[config.mk]
export PLATFORM = sky130hd
export DESIGN_NAME = uart_tx_block
export DESIGN_NICKNAME = d
export VERILOG_FILES = /design/src/rtl/uart_tx_block.sv
export SDC_FILE = /design/constraint.sdc
export NUM_CORES = 1
export LEC_CHECK = 0
export ABC_AREA = 1
export CAP_MARGIN = 10
export CORE_ASPECT_RATIO = 1.1
export CORE_MARGIN = 2
export CORE_UTILIZATION = 58
export DETAILED_ROUTE_END_ITERATION = 7
export PLACE_DENSITY = 0.92
export SLEW_MARGIN = 15
export SYNTH_ARGS = -nofsm -noshare
export SYNTH_HDL_FRONTEND = slang
export SYNTH_SLANG_ARGS = --single-unit
[constraint.sdc]
create_clock -name clk -period 4.73 [get_ports clk]
set_input_delay 1.1825 -clock clk [delete_from_list [all_inputs] [get_ports clk]]
set_output_delay 1.1825 -clock clk [all_outputs]
set_load 0.01 [all_outputs]
[src/rtl/uart_tx_block.sv]
// 8N1 UART transmitter that ships a captured 64-bit CAN payload as BYTES bytes,
// most significant byte first, each byte LSB first.
module uart_tx_block #(
  parameter int CLKS_PER_BIT = 868,
  parameter int BYTES        = 8
) (
  input  logic        clk,
  input  logic        rst,
  input  logic [1:0]  uart_start,
  input  logic [63:0] rx_data,
  output logic        uart_tx,
  output logic        busy,
  output logic        done,
  output logic        overrun
);

  typedef enum logic [1:0] {
    IDLE  = 2'd0,
    START = 2'd1,
    DATA  = 2'd2,
    STOP  = 2'd3
  } state_t;

  localparam logic [15:0] BAUD_LAST = 16'(CLKS_PER_BIT - 1);
  localparam logic [2:0]  BYTE_LAST = 3'(BYTES - 1);
  localparam logic [1:0]  REQ_SEND  = 2'b01;

  state_t      state_r, state_s;
  logic [15:0] baud_r, baud_s;
  logic [2:0]  bit_r, bit_s;
  logic [2:0]  byte_r, byte_s;
  logic [63:0] shadow_r, shadow_s;
  logic [1:0]  start_prev_r;
  logic        trigger_s;
  logic        baud_end_s;
  logic        tx_s;
  logic        busy_s;
  logic        done_s;
  logic        overrun_s;

  // Line level for a given state; byte k bit b lives at shadow[8*(7-k) + b],
  // and 7-k is simply the bitwise inverse of a 3-bit k.
  function automatic logic line_bit(input state_t st, input logic [63:0] sh,
                                    input logic [2:0] byte_idx, input logic [2:0] bit_idx);
    logic v;
    case (st)
      IDLE:    v = 1'b1;
      START:   v = 1'b0;
      DATA:    v = sh[{~byte_idx, bit_idx}];
      STOP:    v = 1'b1;
      default: v = 1'b1;
    endcase
    return v;
  endfunction

  assign trigger_s  = (uart_start == REQ_SEND) && (start_prev_r != REQ_SEND);
  assign baud_end_s = (baud_r == BAUD_LAST);

  // Next-state and counter logic for the frame sequencer
  always_comb begin
    state_s  = state_r;
    baud_s   = baud_r;
    bit_s    = bit_r;
    byte_s   = byte_r;
    shadow_s = shadow_r;
    done_s   = 1'b0;
    case (state_r)
      IDLE: begin
        if (trigger_s) begin
          state_s  = START;
          shadow_s = rx_data;
          baud_s   = 16'd0;
          bit_s    = 3'd0;
          byte_s   = 3'd0;
        end else begin
          baud_s = 16'd0;
        end
      end
      START: begin
        if (baud_end_s) begin
          state_s = DATA;
          baud_s  = 16'd0;
          bit_s   = 3'd0;
        end else begin
          baud_s = baud_r + 16'd1;
        end
      end
      DATA: begin
        if (baud_end_s) begin
          baud_s = 16'd0;
          if (bit_r == 3'd7) begin
            state_s = STOP;
            bit_s   = 3'd0;
          end else begin
            bit_s = bit_r + 3'd1;
          end
        end else begin
          baud_s = baud_r + 16'd1;
        end
      end
      STOP: begin
        if (baud_end_s) begin
          baud_s = 16'd0;
          if (byte_r == BYTE_LAST) begin
            state_s = IDLE;
            byte_s  = 3'd0;
            done_s  = 1'b1;
          end else begin
            state_s = START;
            byte_s  = byte_r + 3'd1;
          end
        end else begin
          baud_s = baud_r + 16'd1;
        end
      end
      default: begin
        state_s = IDLE;
        baud_s  = 16'd0;
        bit_s   = 3'd0;
        byte_s  = 3'd0;
      end
    endcase
  end

  // Overrun is sticky across the frame and cleared only by an accepted trigger
  always_comb begin
    overrun_s = overrun;
    if (!trigger_s) begin
      overrun_s = overrun;
    end else if (state_r == IDLE) begin
      overrun_s = 1'b0;
    end else begin
      overrun_s = 1'b1;
    end
  end

  // Outputs are registered from the next state so they line up with it
  always_comb begin
    tx_s   = line_bit(state_s, shadow_s, byte_s, bit_s);
    busy_s = (state_s != IDLE);
  end

  // State, counters, shadow and registered outputs
  always_ff @(posedge clk) begin
    if (rst) begin
      state_r      <= IDLE;
      baud_r       <= 16'd0;
      bit_r        <= 3'd0;
      byte_r       <= 3'd0;
      shadow_r     <= 64'd0;
      start_prev_r <= 2'b00;
      uart_tx      <= 1'b1;
      busy         <= 1'b0;
      done         <= 1'b0;
      overrun      <= 1'b0;
    end else begin
      state_r      <= state_s;
      baud_r       <= baud_s;
      bit_r        <= bit_s;
      byte_r       <= byte_s;
      shadow_r     <= shadow_s;
      start_prev_r <= uart_start;
      uart_tx      <= tx_s;
      busy         <= busy_s;
      done         <= done_s;
      overrun      <= overrun_s;
    end
  end

endmodule

* Word level (Yosys, flattened, before mapping)
Cells that the tools add are included.
** Word-level totals
- Logic and storage cells :: 60
- Register bits :: 94
- Bits of input ports :: 68
** Operators by class
- Equal/unequal tests :: 11
- Mux-type cells :: 25
- Order comparisons :: 1
- Reduce and logical (&&, ||, !) cells :: 7
- Bitwise operators :: 3
- Add/subtract/negate cells :: 3
** Operator list (count)
- $mux W64 :: 2
- $pmux W16 S2 :: 1
- $mux W3 :: 7
- $add A16 B1 Y16 const B :: 1
- $eq A16 B10 Y1 const B :: 1
- $mux W16 :: 1
- $mux W2 :: 5
- $pmux W3 S3 :: 1
- $eq A2 B2 Y1 const B :: 4
- $pmux W2 S4 :: 1
- $lt A6 B7 Y1 const B :: 1
- $add A3 B1 Y3 const B :: 2
- $bmux W1 S6 :: 1
- $eq A2 B1 Y1 const B :: 3
- $eq A3 B3 Y1 const B :: 2
- $pmux W3 S2 :: 1
- $reduce_or A3 Y1 :: 2
- $logic_not A2 Y1 :: 2
- $mux W1 :: 4
- $not A3 Y3 :: 1
- $pmux W1 S3 :: 1
- $ne A2 B1 Y1 const B :: 1
- $not A1 Y1 :: 2
- $reduce_bool A2 Y1 :: 1
- other kinds (2) :: 2

* Logic depth before layout (Yosys ltp)
- Depth in word-level cells :: 8
- Depth in mapped cells :: 21
- Mapped depth without buffers :: 21

* Least setup slack after synthesis
Ideal clock, no wire load.
- Kind :: input to register
- Start point :: input uart_start[0]
- End point :: register uart_tx
- Buffers on the path :: 2
- Path slack :: 1.947 ns
- Data required time :: 4.617 ns
- Data arrival time :: 2.671 ns
- Stages :: 19
- Cells stage by stage :: inv_2 -> nor2_2 -> o21ai_2 -> nor2_4 -> inv_2 -> buf_6 -> buf_2 -> o21ai_0 -> nand3_1 -> nand3_1 -> nand3_1 -> nand3_1 -> nand3_1 -> nand3_1 -> nand2_1 -> nand2_1 -> nand2_1 -> nand2_1 -> nand2_1
** On the way
- Cells in the longest elaborated chain, start to end :: 8
- Elaborated cells between the ends (all ways) :: 19
- Classes of those cells :: 4 x eq/ne; 11 x mux; 1 x bitwise; 3 x reduce/logical
** Ends and longest elaborated chain
- from (decl) :: line 9 : input logic [1:0] uart_start,
- $eq A2 B1 Y1 * :: line 56 : assign trigger_s = (uart_start == REQ_SEND) && (start_prev_r != REQ_SEND);
- $logic_and A1 B1 Y1 * :: line 56
- $mux W3 :: line 69 : if (trigger_s) begin
- $pmux W3 S2 :: line 67 : case (state_r)
- $not A3 Y3 :: line 49 : DATA: v = sh[{~byte_idx, bit_idx}];
- $bmux W1 S6 :: line 49
- $mux W1 (implied by the code) :: line 49
- $pmux W1 S3 * :: line 46 : case (st)
- to (signal assigned) :: line 163 : uart_tx <= tx_s;
- to (decl) :: line 11 : output logic uart_tx,
Mark *: on every way between the ends. The rest lies on a longest branch, timed or not. The select of a mux whose other input is x is not followed.
A chain may end at the register's enable or synchronous reset.

* Worst setup path after layout
Ends and elaborated chain as after synthesis.

==> impl_results.md <==
- # nets final: 809
- Final Hold Fails: 0
- Die Height: 98.4 µm
- Final setup violation count: 0
- CTS resizes: 0
- CP Class: input port to register
- Crit Path Max Fanout: 34
- Mapped cell area: approximately 4700 µm²
- Hold slack: 450 ps
- Post-Route Utilization: 0.714
- First-pass GRT wire length: 18,700 µm
- DIE AREA: approximately 8800 µm²
- Seq/Total Area, Yosys: 0.401
- Leakage dissipation: 2.59 nW
- Mean Syn Cell Area: about 7 µm²
- Die W: approximately 90 µm
- Synth warnings: 0
- CTS tree: built
- Pwr dens: about 300 nW/µm²
- Number of distinct library cells after synthesis: 33
- Arr. time, crit path: 3990 ps
- Worst skew pair latency: 360 ps
- Crit. End Element: register
- Avg WL per Cell: 13.4 µm
- Worst slack at placement: 752 ps
- Antenna-violating nets left: 0
- Max Cap Viol: 0
- Clock Sinks: 94
- Via/cell ratio: 5.44
- Slew @ Worst Pin: 754 ps
- Clk root buf: clkbuf_8
- VDD IR-drop max: about 170 µV
- Hold Startpoint: baud_r[0]
- I/O pins: 72
- Synth Register Bits: 94
- Worst-case reg-to-reg path depth: 20
- CTS Buf Count: 9
- Vias in the first global route: about 4,200
- Max H-tree Level: 3
- Syn Inst Count: 675
- Hold Path End: baud_r[0]
- Fin crit share: 0.778
- FMAX: roughly 0.27 GHz
- Reg-to-Reg Start: baud_r[0]
- Starting Density: 0.597
- Outcome: completed
- Post-DP HPWL: roughly 8000 µm
- Tmin final: roughly 3700 ps
- Worst R2R End: uart_tx
- Final Instance Area: about 5600 µm²
- Largest net degree at the start of global routing: 77
- Row count: 34
- Placed Area: 5410 µm²
- Crit path launch type: input port
- CP Data Required Time: 5040 ps
- Max incr delay on CP: 470 ps
- Worst path slowest cell: clkdlybuf4s50_1
- Initial antenna violation count: 0
- Reg2reg setup slack: 1700 ps
- CP most frequent cell: nand2_1
- Worst-path clk slew: about 90 ps
- Post-CTS Setup Inserts: 0
- Rel. slew slack: 0.498
- CP cell instances: clkdlybuf4s50_1 > inv_2 > nor2_2 > o21ai_2 > a21oi_1 > nand2_2 > nand2_4 > inv_1 > nand2_1 > nand3_1 > nand3_1 > nand3_1 > nand3_1 > nand3_1 > nand2_1 > nand2_1 > nand2_1 > nand2_1 > nand2_1
- Input/output buffers: roughly 70
- Area grow syn2layout: 19.6%
- Setup TNS: 0 ps
- Post-route setup slack: 1050 ps
- RSZ-0062 raised after global routing: no
- Syn Nets: 755
- Skew final: just under 10 ps
- DRT iter0 DRCs: 442
- Drt first pass iters: 6
- Gr usage total: 0.254
- Fill cell count: between 600 and 700
- Hold Path Class: register to register
- Fraction of layout instances using a drive strength above 1: 0.108
- RePlAce Congestion: 0.856
- WHS Path Cells: 1
- Post-Route WL: 11,300 µm
- CTS max path bufs: 2
- Via count: 4,572
- Max-slew violations: 0
- Global route total overflow: 0
- Core ar.: just under 8000 µm²
- DRC viols: 0
- Ant diodes: 0
- Hold buffers post-CTS: 0
## flip-flops by register name, indices dropped and copies added (netlist names)
name / count
uart_tx: 1
done: 1
shadow_r: 64
baud_r: 16
busy: 1
state_r: 2
overrun: 1
bit_r: 3
start_prev_r: 2
byte_r: 3
## power by group
group,internal (mW),switching [mW]
Combinational,0.148,0.184
Clock,0.284,0.264
Sequential,0.840,0.0143
Total,1.27,0.462
## cells in the mapped netlist (all sizes together)
cell	count	area share
nand2	114	0.096
ha	12	0.032
nand3	96	0.10
or2	37	0.049
inv	75	0.060
dfxtp	94	0.40
buf	15	0.022
nand3b	2	0.0032
nor3	4	0.0043
o21ai	71	0.077
clkbuf	17	0.014
mux2i	2	0.0043
a21oi	9	0.0096
o2111ai	1	0.0019
nor4	1	0.0013
nor2	113	0.099
nor3b	7	0.011
o21bai	3	0.0072
o211ai	1	0.0016
a31o	1	0.0019
## worst max-delay path, delay by kind of cell
| family | cells | cell delay (ps) |
|---|---|---|
| AND/OR/NAND/NOR | 14 | 1680 |
| buffers and inverters | 3 | 690 |
| AO/OA/AOI/OAI | 2 | 420 |
## kinds of logic after synthesis
kind of cell / Yosys count / share of synthesized area
simple gates: 374 / 0.368
buf+inv: 107 / 0.0959
flops: 94 / 0.401
compound gates: 86 / 0.0994
fa+ha+maj: 12 / 0.0320
mux: 2 / 0.00426
## layout make-up
class                   count  area [µm²]  area share
flip-flops and latches     94        1880       0.335
multi-input cells         474        2360       0.421
clock buffers              12         165      0.0294
inverters                  75         282      0.0501
repair buffers             75         748       0.133
well taps                 108         135      0.0241
clock inverters             3        42.5     0.00757
## per-stage QoR
| step | power (mW) | cells |
|---|---|---|
| floorplan | 1.08 | 675 |
| finish | 1.73 | 841 |
| CTS | 1.73 | 841 |
| detailed placement | 1.20 | 826 |
| global placement | 1.18 | 826 |
| global route | 1.81 | 841 |
## how the worst max path moves through the flow
stage                   from       to  slack (ps)  cells after the start
2_1_floorplan  uart_start[0]  uart_tx        1950                     19
5_1_grt        uart_start[0]  uart_tx         710                     19
6_report       uart_start[0]  uart_tx        1050                     19
3_3_place_gp   uart_start[0]  uart_tx         860                     19
3_5_place_dp   uart_start[0]  uart_tx         750                     19
4_1_cts        uart_start[0]  uart_tx        1110                     19
## layout by cell type, fill, tap and decap left out, drive strengths merged, types with 9 or more instances in the layout
| cell | synthesis | layout |
|---|---|---|
| dfxtp | 94 | 94 |
| or2 | 37 | 37 |
| inv | 75 | 75 |
| nor2 | 113 | 113 |
| a21oi | 9 | 9 |
| nand2 | 114 | 114 |
| ha | 12 | 12 |
| o21ai | 71 | 71 |
| clkdlybuf4s50 | 0 | 70 |
| nand3 | 96 | 96 |
| clkbuf | 17 | 12 |
## metal layers
layer / vias up / track usage / wire (µm) / part of all wire
met5: - / 0 / 0 / 0
met4: 0 / 0.109 / 363 / 0.032
met3: 37 / 0.0563 / 763 / 0.068
met2: 187 / 0.444 / 5520 / 0.49
met1: 2091 / 0.302 / 4620 / 0.41
li1: 2257 / - / - / -
No activity file was read; power rests on OpenSTA's default activity.
==> patch 1: new RTL, config.mk and constraints unchanged <==
Remove the register `done`: a continuous assignment takes its place, so the output `done` follows one clock earlier.
--- a/src/rtl/uart_tx_block.sv
+++ b/src/rtl/uart_tx_block.sv
@@ -153,3 +153,2 @@
       busy         <= 1'b0;
-      done         <= 1'b0;
       overrun      <= 1'b0;
@@ -164,3 +163,2 @@
       busy         <= busy_s;
-      done         <= done_s;
       overrun      <= overrun_s;
@@ -169,2 +167,4 @@
 
+  assign done = done_s;
+
 endmodule
Behaviour: same outputs for any inputs over 10 cycles, from zero or initial values and one cycle with rst high; that may be too few to reach the edited logic, so the function may still have changed.
==> patch 1 against the original RTL <==
- via count is 4.7% lower
- synthesized area decreased by 1.1%
- total power is 5.2% lower
- wire length down 2.7%
- die area is 1.0% lower
- synthesized cell count shrank 1.6%
- non-clock buffer count rose by 1
- largest cell class unchanged
- sequential power about the same
- cell area down 2.2%
- worst setup slack got worse by 0.025 ns
- sequential share of layout area up 0.38 points
- count of clock-buffer cells in the layout stayed put
- sequential cell count fell by 1
- highest routed layer unchanged
==> patch 1: results (changes against the original RTL) <==
Finish
  – Final nets: 798 (was 809)
  – FILL cells: 662 (was 603)

Pwr
  – P_leak: 2.43 nW (was 2.59 nW)
  – Clk. pwr: 0.459 mW (was 0.548 mW)

Global routing
  – First-pass GRT wire length: 18400 µm (was 18700 µm)
  – Number of global-route vias before repair: 4228 (was 4230)

Setup path
  – R2R Setup Slk: 1.78 ns (was 1.70 ns)
  – Reg2reg start: state_r[0] (was baud_r[0])
  – Critical path's top delay family: buffers and inverters (was simple AND/OR/NAND/NOR gates)
  – Worst path arrival time: 3.96 ns (was 3.99 ns)
  – Worst Setup SP: uart_start[1] (was uart_start[0])
  – R2R depth: 17 (was 20)

Yosys
  – Mapped Avg Cell Area: 6.99 µm² (was 6.96 µm²)
  – Commonest cells in the netlist: nand2_1, nor2_1, nand3_1 (unchanged)
  – Post-synthesis sequential area ratio: 0.401 (about the same)
  – Syn nets: 744 (was 755)
  – Synth top area cells: dfxtp_1, nand3_1, nand2_1 (unchanged)

Route
  – Avg WL per Cell: 13.2 µm (was 13.4 µm)
  – DR pass1 iterations: 5 (was 6)
  – Metal2 WL: 5700 µm (was 5520 µm)
  – M1 wire length: 4530 µm (was 4620 µm)

Timing
  – Setup ws final: 1.03 ns (was 1.05 ns)
  – Clock Skew: 0.0103 ns (was 0.00963 ns)
  – Hold Slack: 0.453 ns (was 0.450 ns)

Status
  – Status: complete, no violations (unchanged)

Placement
  – Post-Place Cell Area: 5340 µm² (was 5410 µm²)
==> patch 1: cell count changes after synthesis, moves of 4 or more <==
cell and delta:
buf_2 +5, o21ai_0 +24, nor2_1 -7, clkbuf_1 -4
o21ai_1 -24, nand2_1 -8, or2_2 -4, nand3_1 +4
==> patch 1: layout make-up <==
class                           instances  area [µm²]  area share
Tap cell                              108         135      0.0246
Sequential cell                        93        1860       0.339
Clock inverter                          3        23.8     0.00433
Clock buffer                           12         135      0.0246
Multi-Input combinational cell        461        2300       0.419
Timing Repair Buffer                   76         743       0.135
Inverter                               77         294      0.0535
==> patch 1: cells by family after synthesis <==
logic type      after synthesis  synth area share
flops                        93             0.401
fa+ha+maj                    12            0.0323
xor+xnor                      2           0.00377
mux                           2           0.00431
compound gates               82            0.0908
simple gates                363             0.364
buf+inv                     110             0.103
==> patch 2: new RTL, config.mk and constraints unchanged <==
Without the edit above. Change the parameter `CLKS_PER_BIT` from 868 to 434.
--- a/src/rtl/uart_tx_block.sv
+++ b/src/rtl/uart_tx_block.sv
@@ -3,3 +3,3 @@
 module uart_tx_block #(
-  parameter int CLKS_PER_BIT = 868,
+  parameter int CLKS_PER_BIT = 434,
   parameter int BYTES        = 8
Formal check against the unedited RTL: no difference found for any inputs over 10 cycles, from zero or initial values and one cycle with rst high; that may be too few to reach the edited logic, so the function may still have changed.
==> patch 2 against the original RTL <==
- cell area decreased by 0.51%
- synthesized area is 0.45% lower
- combinational power about the same
- final cell count decreased by 0.48%
- wire length down 1.4%
- sequential cell count unchanged
- worst setup slack lost 0.0048 ns
- synthesized cell count down 0.74%
- total power fell by 0.66%
- hold slack improved by 0.029 ns
- global-route usage rose by 0.22 points
- critical path type unchanged
- critical endpoint unchanged
- highest routed layer unchanged
==> patch 2: results (changes against the original RTL) <==
Placement
  – Pre-CTS WS: 0.808 ns (was 0.752 ns)
  – Dpl cells: 821 (was 826)
  – Post-DP HPWL: 7960 µm (was 7910 µm)
  – Final GP Congestion: 0.939 (was 0.856)
  – Post-Place Cell Area: 5390 µm² (was 5410 µm²)

Yosys
  – Post-synthesis sequential area ratio: 0.403 (was 0.401)
  – Synth top area cells: dfxtp_1, nand3_1, nand2_1 (unchanged)
  – Synth Area in Compound Gates: 0.108 (was 0.0994)
  – Commonest cells in the netlist: nand2_1, nor2_1, nand3_1 (unchanged)
  – Synth Area in Adders: 0.0348 (was 0.0320)
  – XOR/XNOR share of the synthesized area: 0.00375 (was 0)
  – Syn nets: 751 (was 755)
  – Mux share of post-synthesis cell area: 0.00428 (was 0.00426)
  – Mapped Avg Cell Area: 6.98 µm² (was 6.96 µm²)
  – Synth cell types: 35 (was 33)
  – #FFs+latches synth: 94 (unchanged)

Setup path
  – Worst path arrival time: 3.95 ns (was 3.99 ns)
  – R2R Setup Slk: 1.72 ns (was 1.70 ns)
  – Reg2reg start: baud_r[0] (unchanged)
  – Critical path's top delay family: simple AND/OR/NAND/NOR gates (unchanged)

Route
  – Vias post-DR: 4520 (was 4572)
  – Via density per instance: 5.40 (was 5.44)
  – Wire length on met3: 728 µm (was 763 µm)
  – DR pass1 iterations: 7 (was 6)
  – Initial DRC count: 367 (was 442)
  – Avg WL per Cell: 13.3 µm (was 13.4 µm)
  – Metal2 WL: 5450 µm (was 5520 µm)
  – M1 wire length: 4580 µm (was 4620 µm)

Timing
  – Worst Tran Pin Value: 0.759 ns (was 0.754 ns)
  – Clock Skew: 0.00841 ns (was 0.00963 ns)
  – Hold Slack: 0.479 ns (was 0.450 ns)

Finish
  – Fraction of area in registers: 0.337 (was 0.335)
  – Inverters: 72 (was 75)
  – Final nets: 805 (was 809)
  – Share of cells above drive strength 1: 0.108 (about the same)
  – FILL cells: 623 (was 603)
  – Fraction of area in multi-input gates: 0.421 (about the same)
  – Final non-clock buffer share: 0.134 (was 0.133)
  – CLK BUF: 10 (was 12)
  – Utilization after layout: 0.710 (was 0.714)

CTS
  – Root buf cell: clkbuf_8 (unchanged)

Pwr
  – Internal power: 1.24 mW (was 1.27 mW)
  – Worst VDD drop: 0.234 mV (was 0.170 mV)
  – Clk. pwr: 0.536 mW (was 0.548 mW)
  – Sw frac: 0.282 (was 0.266)

Global routing
  – Met2 Use GR: 0.437 (was 0.444)
  – Number of global-route vias before repair: 4178 (was 4230)
  – First-pass GRT wire length: 17900 µm (was 18700 µm)
  – GR Layer Usage met3: 0.0465 (was 0.0563)

Floorplanning
  – Die Wd: 89.6 µm (was 89.8 µm)

Status
  – Status: complete, no violations (unchanged)
-- patch 2: changes by cell type in the layout (fill, tap and decap cells not counted), moves of 2 or more --
cell | unedited run | this run
nand3_1 | 95 | 97
clkbuf_8 | 12 | 9
o21ai_0 | 44 | 55
nand2_1 | 108 | 105
o21ai_1 | 25 | 14
nor2_1 | 107 | 102
nor3_1 | 4 | 6
a21oi_1 | 9 | 12
inv_2 | 5 | 8
clkinv_4 | 0 | 2
nor3b_1 | 7 | 3
inv_1 | 70 | 64
-- patch 2: cells by family after synthesis --
group                    count (synthesis)
AO/OA/AOI/OAI                           92
XOR/XNOR                                 2
adder cells (fa/ha/maj)                 13
buffers and inverters                  104
flip-flops                              94
multiplexers                             2
AND/OR/NAND/NOR                        363
-- patch 2: how the worst max path moves through the flow --
stage	endpoint	slack [ns]
2_1_floorplan	uart_tx	1.88
3_3_place_gp	uart_tx	0.89
3_5_place_dp	uart_tx	0.81
4_1_cts	uart_tx	1.14
5_1_grt	uart_tx	0.86
6_report	uart_tx	1.05
